File: src/rtl/toy_boot_memory_if.sv
// ---------------------------------------------------------------------------
// toy_boot_memory_if
// Processor memory bus between the toy processor (master) and the boot
// memory (slave).
//   addr   : processor memory address
//   d_out  : processor write data
//   rw     : 1 = read, 0 = write, qualified by mem_en
//   mem_en : bus access strobe
//   d_in   : registered read data returned to the processor
// ---------------------------------------------------------------------------
interface toy_boot_memory_if;
  logic [7:0] addr;
  logic [7:0] d_out;
  logic       rw;
  logic       mem_en;
  logic [7:0] d_in;

  modport master (
    output addr,
    output d_out,
    output rw,
    output mem_en,
    input  d_in
  );

  modport slave (
    input  addr,
    input  d_out,
    input  rw,
    input  mem_en,
    output d_in
  );
endinterface

File: src/rtl/toy_boot_memory.sv
// ---------------------------------------------------------------------------
// toy_boot_memory
// Unified 256x8 program/data memory with a boot loader. After reset a program
// is streamed in over a valid/ready byte interface while the processor is held
// in reset. After the last byte and a short hold, the processor is released
// and the memory serves its bus.
//
// Ports:
//   i_clk        system clock, rising edge
//   i_reset      synchronous active-high reset
//   bus          processor bus (slave modport): addr, d_out, rw, mem_en, d_in
//   i_ld_valid   loader byte valid
//   i_ld_data    loader byte
//   i_ld_last    final loader byte marker, sampled with i_ld_valid
//   o_ld_ready   loader byte accepted when i_ld_valid && o_ld_ready
//   o_cpu_reset  processor reset, high during LOAD and HOLD
//   o_boot_done  high in RUN
//   o_wp_err     one-cycle pulse on a dropped protected write
//
// Build option:
//   MEM_WRITE_PROTECT_EN  when defined, processor writes below PROTECT_TOP are
//                         dropped and flagged on o_wp_err. When undefined all
//                         writes are performed and o_wp_err stays 0.
// ---------------------------------------------------------------------------
module toy_boot_memory #(
  parameter logic [7:0]  LOAD_BASE   = 8'h00,
  parameter int unsigned HOLD_CYCLES = 2,
  parameter logic [7:0]  PROTECT_TOP = 8'h80
) (
  input  logic                     i_clk,
  input  logic                     i_reset,
  toy_boot_memory_if.slave         bus,
  input  logic                     i_ld_valid,
  input  logic [7:0]               i_ld_data,
  input  logic                     i_ld_last,
  output logic                     o_ld_ready,
  output logic                     o_cpu_reset,
  output logic                     o_boot_done,
  output logic                     o_wp_err
);

  // state  | meaning
  // S_LOAD | accept loader bytes into mem[ptr], processor held in reset
  // S_HOLD | count HOLD_CYCLES with processor still in reset
  // S_RUN  | processor released, bus reads/writes served

  typedef enum logic [1:0] {
    S_LOAD = 2'd0,
    S_HOLD = 2'd1,
    S_RUN  = 2'd2
  } state_t;

  state_t     r_state;
  logic [7:0] r_ptr;
  logic [3:0] r_hold_cnt;
  logic       r_ld_ready;
  logic       r_cpu_reset;
  logic       r_boot_done;
  logic       r_wp_err;
  logic [7:0] r_d_in;
  logic [7:0] r_mem [256];

  logic       w_ld_accept;
  logic [7:0] w_ptr_next;
  logic       w_bus_wr;
  logic       w_bus_rd;
  logic       w_wp_hit;
  logic       w_mem_we;
  logic [7:0] w_mem_addr;
  logic [7:0] w_mem_wdata;

  // r_ld_ready is only ever set while in LOAD; the state term keeps the
  // accept strictly tied to LOAD regardless.
  assign w_ld_accept = (r_state == S_LOAD) && r_ld_ready && i_ld_valid && !i_reset;
  assign w_ptr_next  = r_ptr + 8'd1;
  assign w_bus_wr    = (r_state == S_RUN) && bus.mem_en && !bus.rw && !i_reset;
  assign w_bus_rd    = (r_state == S_RUN) && bus.mem_en &&  bus.rw;

`ifdef MEM_WRITE_PROTECT_EN
  assign w_wp_hit = w_bus_wr && (bus.addr < PROTECT_TOP);
`else
  assign w_wp_hit = 1'b0;
`endif

  // Loader and processor never write in the same state, so a simple mux on
  // the accept is enough to share the single write port.
  assign w_mem_we    = w_ld_accept || (w_bus_wr && !w_wp_hit);
  assign w_mem_addr  = w_ld_accept ? r_ptr     : bus.addr;
  assign w_mem_wdata = w_ld_accept ? i_ld_data : bus.d_out;

  // Contents survive reset; a re-load only overwrites what it writes.
  always_ff @(posedge i_clk) begin
    if (w_mem_we) begin
      r_mem[w_mem_addr] <= w_mem_wdata;
    end
  end

  always_ff @(posedge i_clk) begin
    if (i_reset) begin
      r_state     <= S_LOAD;
      r_ptr       <= LOAD_BASE;
      r_hold_cnt  <= 4'd0;
      r_ld_ready  <= 1'b0;
      r_cpu_reset <= 1'b1;
      r_boot_done <= 1'b0;
      r_wp_err    <= 1'b0;
      r_d_in      <= 8'h00;
    end else begin
      r_wp_err <= w_wp_hit;
      case (r_state)
        S_LOAD: begin
          r_ld_ready  <= 1'b1;
          r_cpu_reset <= 1'b1;
          r_boot_done <= 1'b0;
          if (w_ld_accept) begin
            r_ptr <= w_ptr_next;
            // Wrapping back to LOAD_BASE means this was the 256th byte.
            if (i_ld_last || (w_ptr_next == LOAD_BASE)) begin
              r_state    <= S_HOLD;
              r_ld_ready <= 1'b0;
              r_hold_cnt <= 4'(HOLD_CYCLES);
            end
          end
        end
        S_HOLD: begin
          r_ld_ready <= 1'b0;
          if (r_hold_cnt <= 4'd1) begin
            r_state     <= S_RUN;
            r_cpu_reset <= 1'b0;
            r_boot_done <= 1'b1;
            r_hold_cnt  <= 4'd0;
          end else begin
            r_hold_cnt <= r_hold_cnt - 4'd1;
          end
        end
        S_RUN: begin
          r_ld_ready  <= 1'b0;
          r_cpu_reset <= 1'b0;
          r_boot_done <= 1'b1;
          if (w_bus_rd) begin
            r_d_in <= r_mem[bus.addr];
          end
        end
        default: begin
          r_state <= S_LOAD;
        end
      endcase
    end
  end

  assign o_ld_ready  = r_ld_ready;
  assign o_cpu_reset = r_cpu_reset;
  assign o_boot_done = r_boot_done;
  assign o_wp_err    = r_wp_err;
  assign bus.d_in    = r_d_in;

endmodule

File: src/flat_wrapper.sv
// flat-port wrapper written by rule: the top's interface ports become plain ports
module toy_boot_memory_flat 
#(
  parameter logic [7:0]  LOAD_BASE   = 8'h00,
  parameter int unsigned HOLD_CYCLES = 2,
  parameter logic [7:0]  PROTECT_TOP = 8'h80
)
  (i_clk, i_reset, i_ld_valid, i_ld_data, i_ld_last, o_ld_ready, o_cpu_reset, o_boot_done, o_wp_err, bus_addr, bus_d_out, bus_rw, bus_mem_en, bus_d_in);
  toy_boot_memory_if bus_i ();
  input  logic i_clk;
  input  logic i_reset;
  input  logic i_ld_valid;
  input  logic [7:0] i_ld_data;
  input  logic i_ld_last;
  output logic o_ld_ready;
  output logic o_cpu_reset;
  output logic o_boot_done;
  output logic o_wp_err;
  input wire logic [$bits(bus_i.addr)-1:0] bus_addr;
  input wire logic [$bits(bus_i.d_out)-1:0] bus_d_out;
  input wire logic [$bits(bus_i.rw)-1:0] bus_rw;
  input wire logic [$bits(bus_i.mem_en)-1:0] bus_mem_en;
  output wire logic [$bits(bus_i.d_in)-1:0] bus_d_in;
  assign bus_i.addr = bus_addr;
  assign bus_i.d_out = bus_d_out;
  assign bus_i.rw = bus_rw;
  assign bus_i.mem_en = bus_mem_en;
  assign bus_d_in = bus_i.d_in;
  toy_boot_memory #(.LOAD_BASE(LOAD_BASE), .HOLD_CYCLES(HOLD_CYCLES), .PROTECT_TOP(PROTECT_TOP)) u_core (.i_clk(i_clk), .i_reset(i_reset), .bus(bus_i), .i_ld_valid(i_ld_valid), .i_ld_data(i_ld_data), .i_ld_last(i_ld_last), .o_ld_ready(o_ld_ready), .o_cpu_reset(o_cpu_reset), .o_boot_done(o_boot_done), .o_wp_err(o_wp_err));
endmodule
File: config.mk
export PLATFORM = sky130hd
export DESIGN_NAME = toy_boot_memory_flat
export DESIGN_NICKNAME = d
export VERILOG_FILES = /design/src/rtl/toy_boot_memory_if.sv /design/src/rtl/toy_boot_memory.sv /design/src/flat_wrapper.sv
export SDC_FILE = /design/constraint.sdc
export NUM_CORES = 2
export LEC_CHECK = 0
export CORE_ASPECT_RATIO = 0.5
export CORE_MARGIN = 2
export CORE_UTILIZATION = 50
export CTS_CLUSTER_SIZE = 25
export DETAILED_ROUTE_END_ITERATION = 8
export DONT_BUFFER_PORTS = 1
export PLACE_DENSITY_LB_ADDON = 0.05
export SLEW_MARGIN = 20
export SYNTH_ARGS = -nofsm -noshare
export SYNTH_HDL_FRONTEND = slang
export SYNTH_SLANG_ARGS = --single-unit
File: constraint.sdc
create_clock -name i_clk -period 6.2 [get_ports i_clk]
set_input_delay 0.93 -clock i_clk [delete_from_list [all_inputs] [get_ports i_clk]]
set_output_delay 0.93 -clock i_clk [all_outputs]
set_load 0.05 [all_outputs]
-- Yosys cells after proc, flatten, opt, wreduce, memory -nomap -nowiden
Memories as Yosys holds them, arrays and structs flattened. A register that Yosys moved wholly into a read port is not among the register bits.
Cells that the tools add are included.
- equal/unequal tests: 5
- bitwise logic cells: 1
- add/subtract/negate cells: 2
- reductions and logical operators: 22
- $lt $le $gt $ge: 1
- multiplexer cells: 19
- operator list (cell ; count):
    $mux 8 ; 2
    $mux 4 ; 3
    $add 8x1->8 const B ; 1
    $logic_not 8->1 ; 1
    $pmux 4 s2 ; 1
    $logic_and 1x1->1 ; 7
    $mux 1 ; 6
    $mux 2 ; 3
    $pmux 1 s3 ; 2
    $pmux 2 s3 ; 1
    $reduce_and 2->1 ; 3
    $le 4x1->1 const B ; 1
    $ne 2x1->1 const B ; 2
    $reduce_and 4->1 ; 1
    $reduce_bool 2->1 ; 2
    $sub 4x1->4 const B ; 1
    $reduce_and 3->1 ; 1
    $reduce_bool 3->1 ; 1
    $eq 2x1->1 const B ; 1
    $eq 2x2->1 const B ; 1
    $logic_not 1->1 ; 2
    $logic_not 2->1 ; 1
    $logic_or 1x1->1 ; 2
    $ne 2x2->1 const B ; 1
    3 further kinds ; 3
- register bits after elaboration: 17
- memories kept: 1
- logic and storage cells: 57
- input port bits: 30
- output and inout port bits: 12
- bits in writable memories: 2048
- memories (memory ; depth ; bits a word ; read ports ; clocked after Yosys merged registers in ; write ports ; RTL line ; source):
    u_core.r_mem ; 256 ; 8 ; 1 ; 1 ; 1 ; toy_boot_memory.sv:61 ; logic [7:0] r_mem [256];

-- Logic depth before layout (Yosys ltp)
- depth in word-level cells: 7
- mapped depth: 13
- mapped depth without buffers: 9

-- Worst setup path after synthesis
OpenSTA, ideal clock, no wires.
- path type: input port to flip-flop
- start: in i_reset
- end: mem u_core.r_mem[0][0] (data pin)
- setup time: 0.823 ns
- stages: 5
- arrival: 4.959 ns
- buffers on the path: 2
- setup slack: 0.418 ns
- data required time: 5.377 ns
- path through: and4b_1 buf_1 clkbuf_1 nand2_1 nand2_1
- cells in the longest elaborated chain, start to end: 3
- ends and longest elaborated chain (what ; RTL line ; source):
    start, declared ; flat_wrapper.sv:11 ; input logic i_reset;
    $logic_not 1->1 ; toy_boot_memory.sv:74 ; assign w_ld_accept = (r_state == S_LOAD) && r_ld_ready && i_ld_valid && !i_reset;
    $logic_and 1x1->1 ; toy_boot_memory.sv:74 ;
    $mux 8 ; toy_boot_memory.sv:89 ; assign w_mem_wdata = w_ld_accept ? i_ld_data : bus.d_out;
    net u_core.w_mem_wdata[0] ; toy_boot_memory.sv:70 ; logic [7:0] w_mem_wdata;
    end, declared ; toy_boot_memory.sv:61 ;
The timed path passes the listed nets, and every way through them passes these cells.

-- Worst setup path in the final report
- start: reg u_core.r_ld_ready (netlist: u_core.o_ld_ready)
- end: mem u_core.r_mem[1][6], enable pin
- cells in the longest elaborated chain, start to end: 6
- elaborated cells between the ends (all ways): 7
- those cells by class: 3 x mux; 4 x reduce/logical
- ends and longest elaborated chain (what ; RTL line ; source):
    start, declared ; toy_boot_memory.sv:56 ; logic r_ld_ready;
    start signal, assigned ; toy_boot_memory.sv:103 ; r_ld_ready <= 1'b0;
    start signal, assigned ; toy_boot_memory.sv:112 ; r_ld_ready <= 1'b1;
    start signal, assigned ; toy_boot_memory.sv:120 ; r_ld_ready <= 1'b0;
    $logic_and 1x1->1 (*) (3 in a row) ; toy_boot_memory.sv:74 ;
    $logic_or 1x1->1 ; toy_boot_memory.sv:87 ; assign w_mem_we = w_ld_accept || (w_bus_wr && !w_wp_hit);
    $mux 1 ; toy_boot_memory.sv:93 ; if (w_mem_we) begin
    $mux 1 (not written as such) ; toy_boot_memory.sv:94 ; r_mem[w_mem_addr] <= w_mem_wdata;
Mark *: on every way between the ends. The rest lies on a longest branch, timed or not.

==> results.py <==
metrics = {
    "critical_path": {
        "worst_path_most_repeated_cell": "buf_4",
        "start_kind": "flip-flop",
        "crit_arrival_ns": 5.43,
        "critPathMaxFanout": 11,
        "r2r-start": "u_core.o_ld_ready",
        "worstSetupPathType": "flip-flop to flip-flop",
        "cp_top_family": "simple AND/OR/NAND/NOR gates",
        "crit_path_max_incr_delay_ns": 0.85,
        "crit_chain": "and3_1 -> nand2b_1 -> buf_4 -> o31ai_1 -> nand3_1 -> buf_4 -> nor2_1",
        "ff2ff_setup_slack_ns": 1.21,
        "worstRegToRegCells": 7,
        "r2r_end": "u_core.r_mem[1][6]",
        "path_buf_inv": 2,
        "end_kind": "flip-flop",
        "required_ns": 6.65,
        "cp_slowest_cell": "o31ai_1",
    },
    "floorplan": {
        "rows": 104,
        "ios": 42,
        "die_h_um": 289,
        "die-area_um2": 166000,
        "die_w_um": 575,
        "coreArea_um2": 161000,
        "start_util": 0.505,
    },
    "synthesis": {
        "synth-seq-cells": 2073,
        "synthMuxAreaShare": 0.152,
        "synth_xor_area_frac": 0.000645,
        "synth_compound_area_frac": 0.0315,
        "syn_area_um2": 81400,
        "synth_fa_ha_area_frac": 0.00123,
        "netlist-cell-type-count": 71,
        "synth_enable_flop_cells": 2048,
        "synth_top_family_by_area": "multiplexers",
        "synthTopCellsByArea": "edfxtp_1 (76%), mux4_2 (12%), mux2i_1 (2.7%)",
        "ys_seq_area_frac": 0.761,
        "yosysWarnings": 0,
        "synth.avg_cell_area_um2": 20.4,
        "synthSimpleGateAreaFrac": 0.0328,
        "synth_top_cell_by_area": "edfxtp_1",
        "postSynth.asyncResetShare": 0,
        "synth_top_area_share": 0.755,
        "synth_nets": 4021,
        "synthCells": 3983,
        "ys.flop_type": "edfxtp_1",
    },
    "detailed_routing": {
        "wl_mm": 223,
        "wl_per_cell_um": 35.1,
        "detail-route-antenna-nets": 0,
        "initialDrtViolationCount": 5860,
        "firstDrtPassIters": 5,
        "vias_per_cell": 6.48,
        "vias": 41103,
        "route.detailed.drc": 0,
    },
    "status": {
        "run_status": "finished clean",
    },
    "pwr": {
        "power_density_nw_per_um2": 329,
        "switchingPower_mw": 6.70,
        "leakagePower_nw": 27.6,
        "power.total_mw": 29.4,
        "seqPwrFrac": 0.544,
        "clockPowerShare": 0.386,
        "pwr-share-comb": 0.070,
        "switching_share": 0.228,
        "ir_drop_uv": 220,
        "p_int_mw": 22.7,
    },
    "grt": {
        "grt_pass1_wl_mm": 312,
        "grt_max_degree": 604,
        "grt.total_usage": 0.268,
        "gr-total-overflow": 0,
        "grt_pass1_vias": 40043,
        "antenna_found_initial": 16,
    },
    "timing": {
        "report.final.slew_viol_count": 0,
        "finalSetupViolations": 0,
        "fin_crit_sh": 0.804,
        "setup_ws_ns": 1.21,
        "setup_tns_ns": 0,
        "relSlewSlack": 0.227,
        "worstMarginPinSlew_ns": 1.15,
        "clock_skew_ns": 0.0347,
        "rsz0062_at_grt": "no",
        "post-route-min-period_ns": 4.99,
        "hold_viol": 0,
        "max_clock_freq_ghz": 0.201,
    },
    "layout": {
        "final_layout_size_suffix_gt1_frac": 0.194,
        "final_common_cell": "edfxtp_1",
        "nets": 4070,
        "syn_to_final_growth_pct": 9.82,
        "final_cell_mix": "edfxtp_1 (2048), mux4_2 (432), nor2_1 (312), mux2i_1 (223), clkbuf_16 (187)",
    },
    "cts": {
        "cts_root_buf": "clkbuf_16",
        "clockBufferDepth": 4,
        "path_clk_slew_ns": 0.07,
        "cts_tree": "built",
        "clkLatencyLatePin_ns": 0.83,
        "ctsResizeCount": 0,
        "clkSinkCount": 2073,
        "post-cts-setup-buffer-count": 0,
        "htreeDepth": 4,
        "hold_buffers": 0,
        "cts_buffers": 185,
    },
    "placed_design": {
        "dp_slack_ns": 1.31,
        "dp_hpwl_mm": 134,
        "gp_congestion": 0.878,
        "port_buffers": 0,
    },
    "job": {
        "cap_violations": 0,
    },
    "min_path": {
        "min_path_cells": 1,
        "holdPathEnd": "u_core.r_ptr[7]",
        "min_path_type": "primary input to flip-flop",
        "hp-start": "i_reset",
    },
}
==> per-stage QoR <==
stage	hold slack, ns	instances	area [um2]	util
after global placement	0.488	6011	83500	0.517
after CTS	0.138	6339	89300	0.553
after floorplan	0.476	3983	81400	-
after global routing	0.147	6345	89400	0.554
after detailed placement	0.501	6013	83500	0.518
final	0.175	6347	89400	0.554
==> worst reg2reg max path, delay by kind of cell (launching register included) <==
kind,cells,cell delay [ns]
AOI/OAI and AO/OA,1,0.85
and+or+nand+nor,4,2.24
buffers and inverters,2,0.82
DFF,1,0.71
==> per-layer routing <==
metal,GRT usage,vias up,part of all wire
li1,-,16639,-
met1,0.414,22062,0.44
met2,0.390,2105,0.44
met3,0.0674,295,0.11
met4,0.0537,2,0.020
met5,0,-,0.000058
==> cell type report <==
type / instances / area (um2)
flip-flops and latches: 2073 / 62000
well taps: 2173 / 2720
fillers: 12316 / 71900
clock buffers: 229 / 4860
multi-input cells: 1659 / 17900
diodes: 3 / 7.51
clock inverters: 97 / 891
repair buffers: 105 / 1030
inverters: 8 / 35.0
==> logic make-up (layout without fill, tap and decap cells) <==
family | Yosys count | in the layout
xor+xnor | 6 | 6
compound gates | 362 | 362
simple gates | 612 | 612
buf+inv | 251 | 439
mux | 670 | 670
other cells | 1 | 4
fa+ha+maj | 8 | 8
flops | 2073 | 2073
==> cells in the mapped netlist (all sizes together) (4+ instances only) <==
cell     instances
o21ai           41
nor2b            5
nand3b          12
nand2          120
a2111oi         24
a22o            10
a22oi           30
buf            148
and2            17
a211oi          26
o221ai          42
edfxtp        2048
nor2           314
nor3            40
nor4            21
a21oi           48
clkbuf          95
a31oi            9
a311oi           6
nand3           45
nand2b           9
o2111ai          4
o211ai           6
ha               8
and3             4
o22ai           72
o31ai           12
a211o            6
mux2i          223
inv              8
mux4           446
or3             10
a221oi           7
dfxtp           25
nand4            4
==> registers in the layout (all words and copies together), names as in the netlist <==
register / flops
u_core.r_mem: 2048
u_core.bus.d_in: 8
u_core.r_ptr: 8
u_core.r_hold_cnt: 4
u_core.r_state: 2
u_core.o_boot_done: 1
u_core.o_cpu_reset: 1
u_core.o_ld_ready: 1
==> worst max-delay path by stage <==
| stage | startpoint | to | cells after the start |
|---|---|---|---|
| floorplan | i_reset | u_core.r_mem[0][0] | 5 |
| global placement | bus_addr[0] | u_core.bus.d_in[6] | 7 |
| detailed placement | i_ld_valid | u_core.r_mem[1][3] | 7 |
| CTS | u_core.o_ld_ready | u_core.r_mem[1][5] | 7 |
| global route | u_core.r_state[0] | u_core.r_mem[17][3] | 9 |
| finish | u_core.o_ld_ready | u_core.r_mem[1][6] | 7 |
==> power by group through the flow <==
stage	registers (mW)	clock network, mW	logic (mW)
2_1_floorplan	16.5	0	1.22
3_3_place_gp	16.3	0	1.90
3_5_place_dp	16.3	0	1.95
4_1_cts	16.0	11.5	1.95
5_1_grt	16.0	12.0	2.17
6_report	16.0	11.3	2.06
No activity file was read; power rests on OpenSTA's default activity.
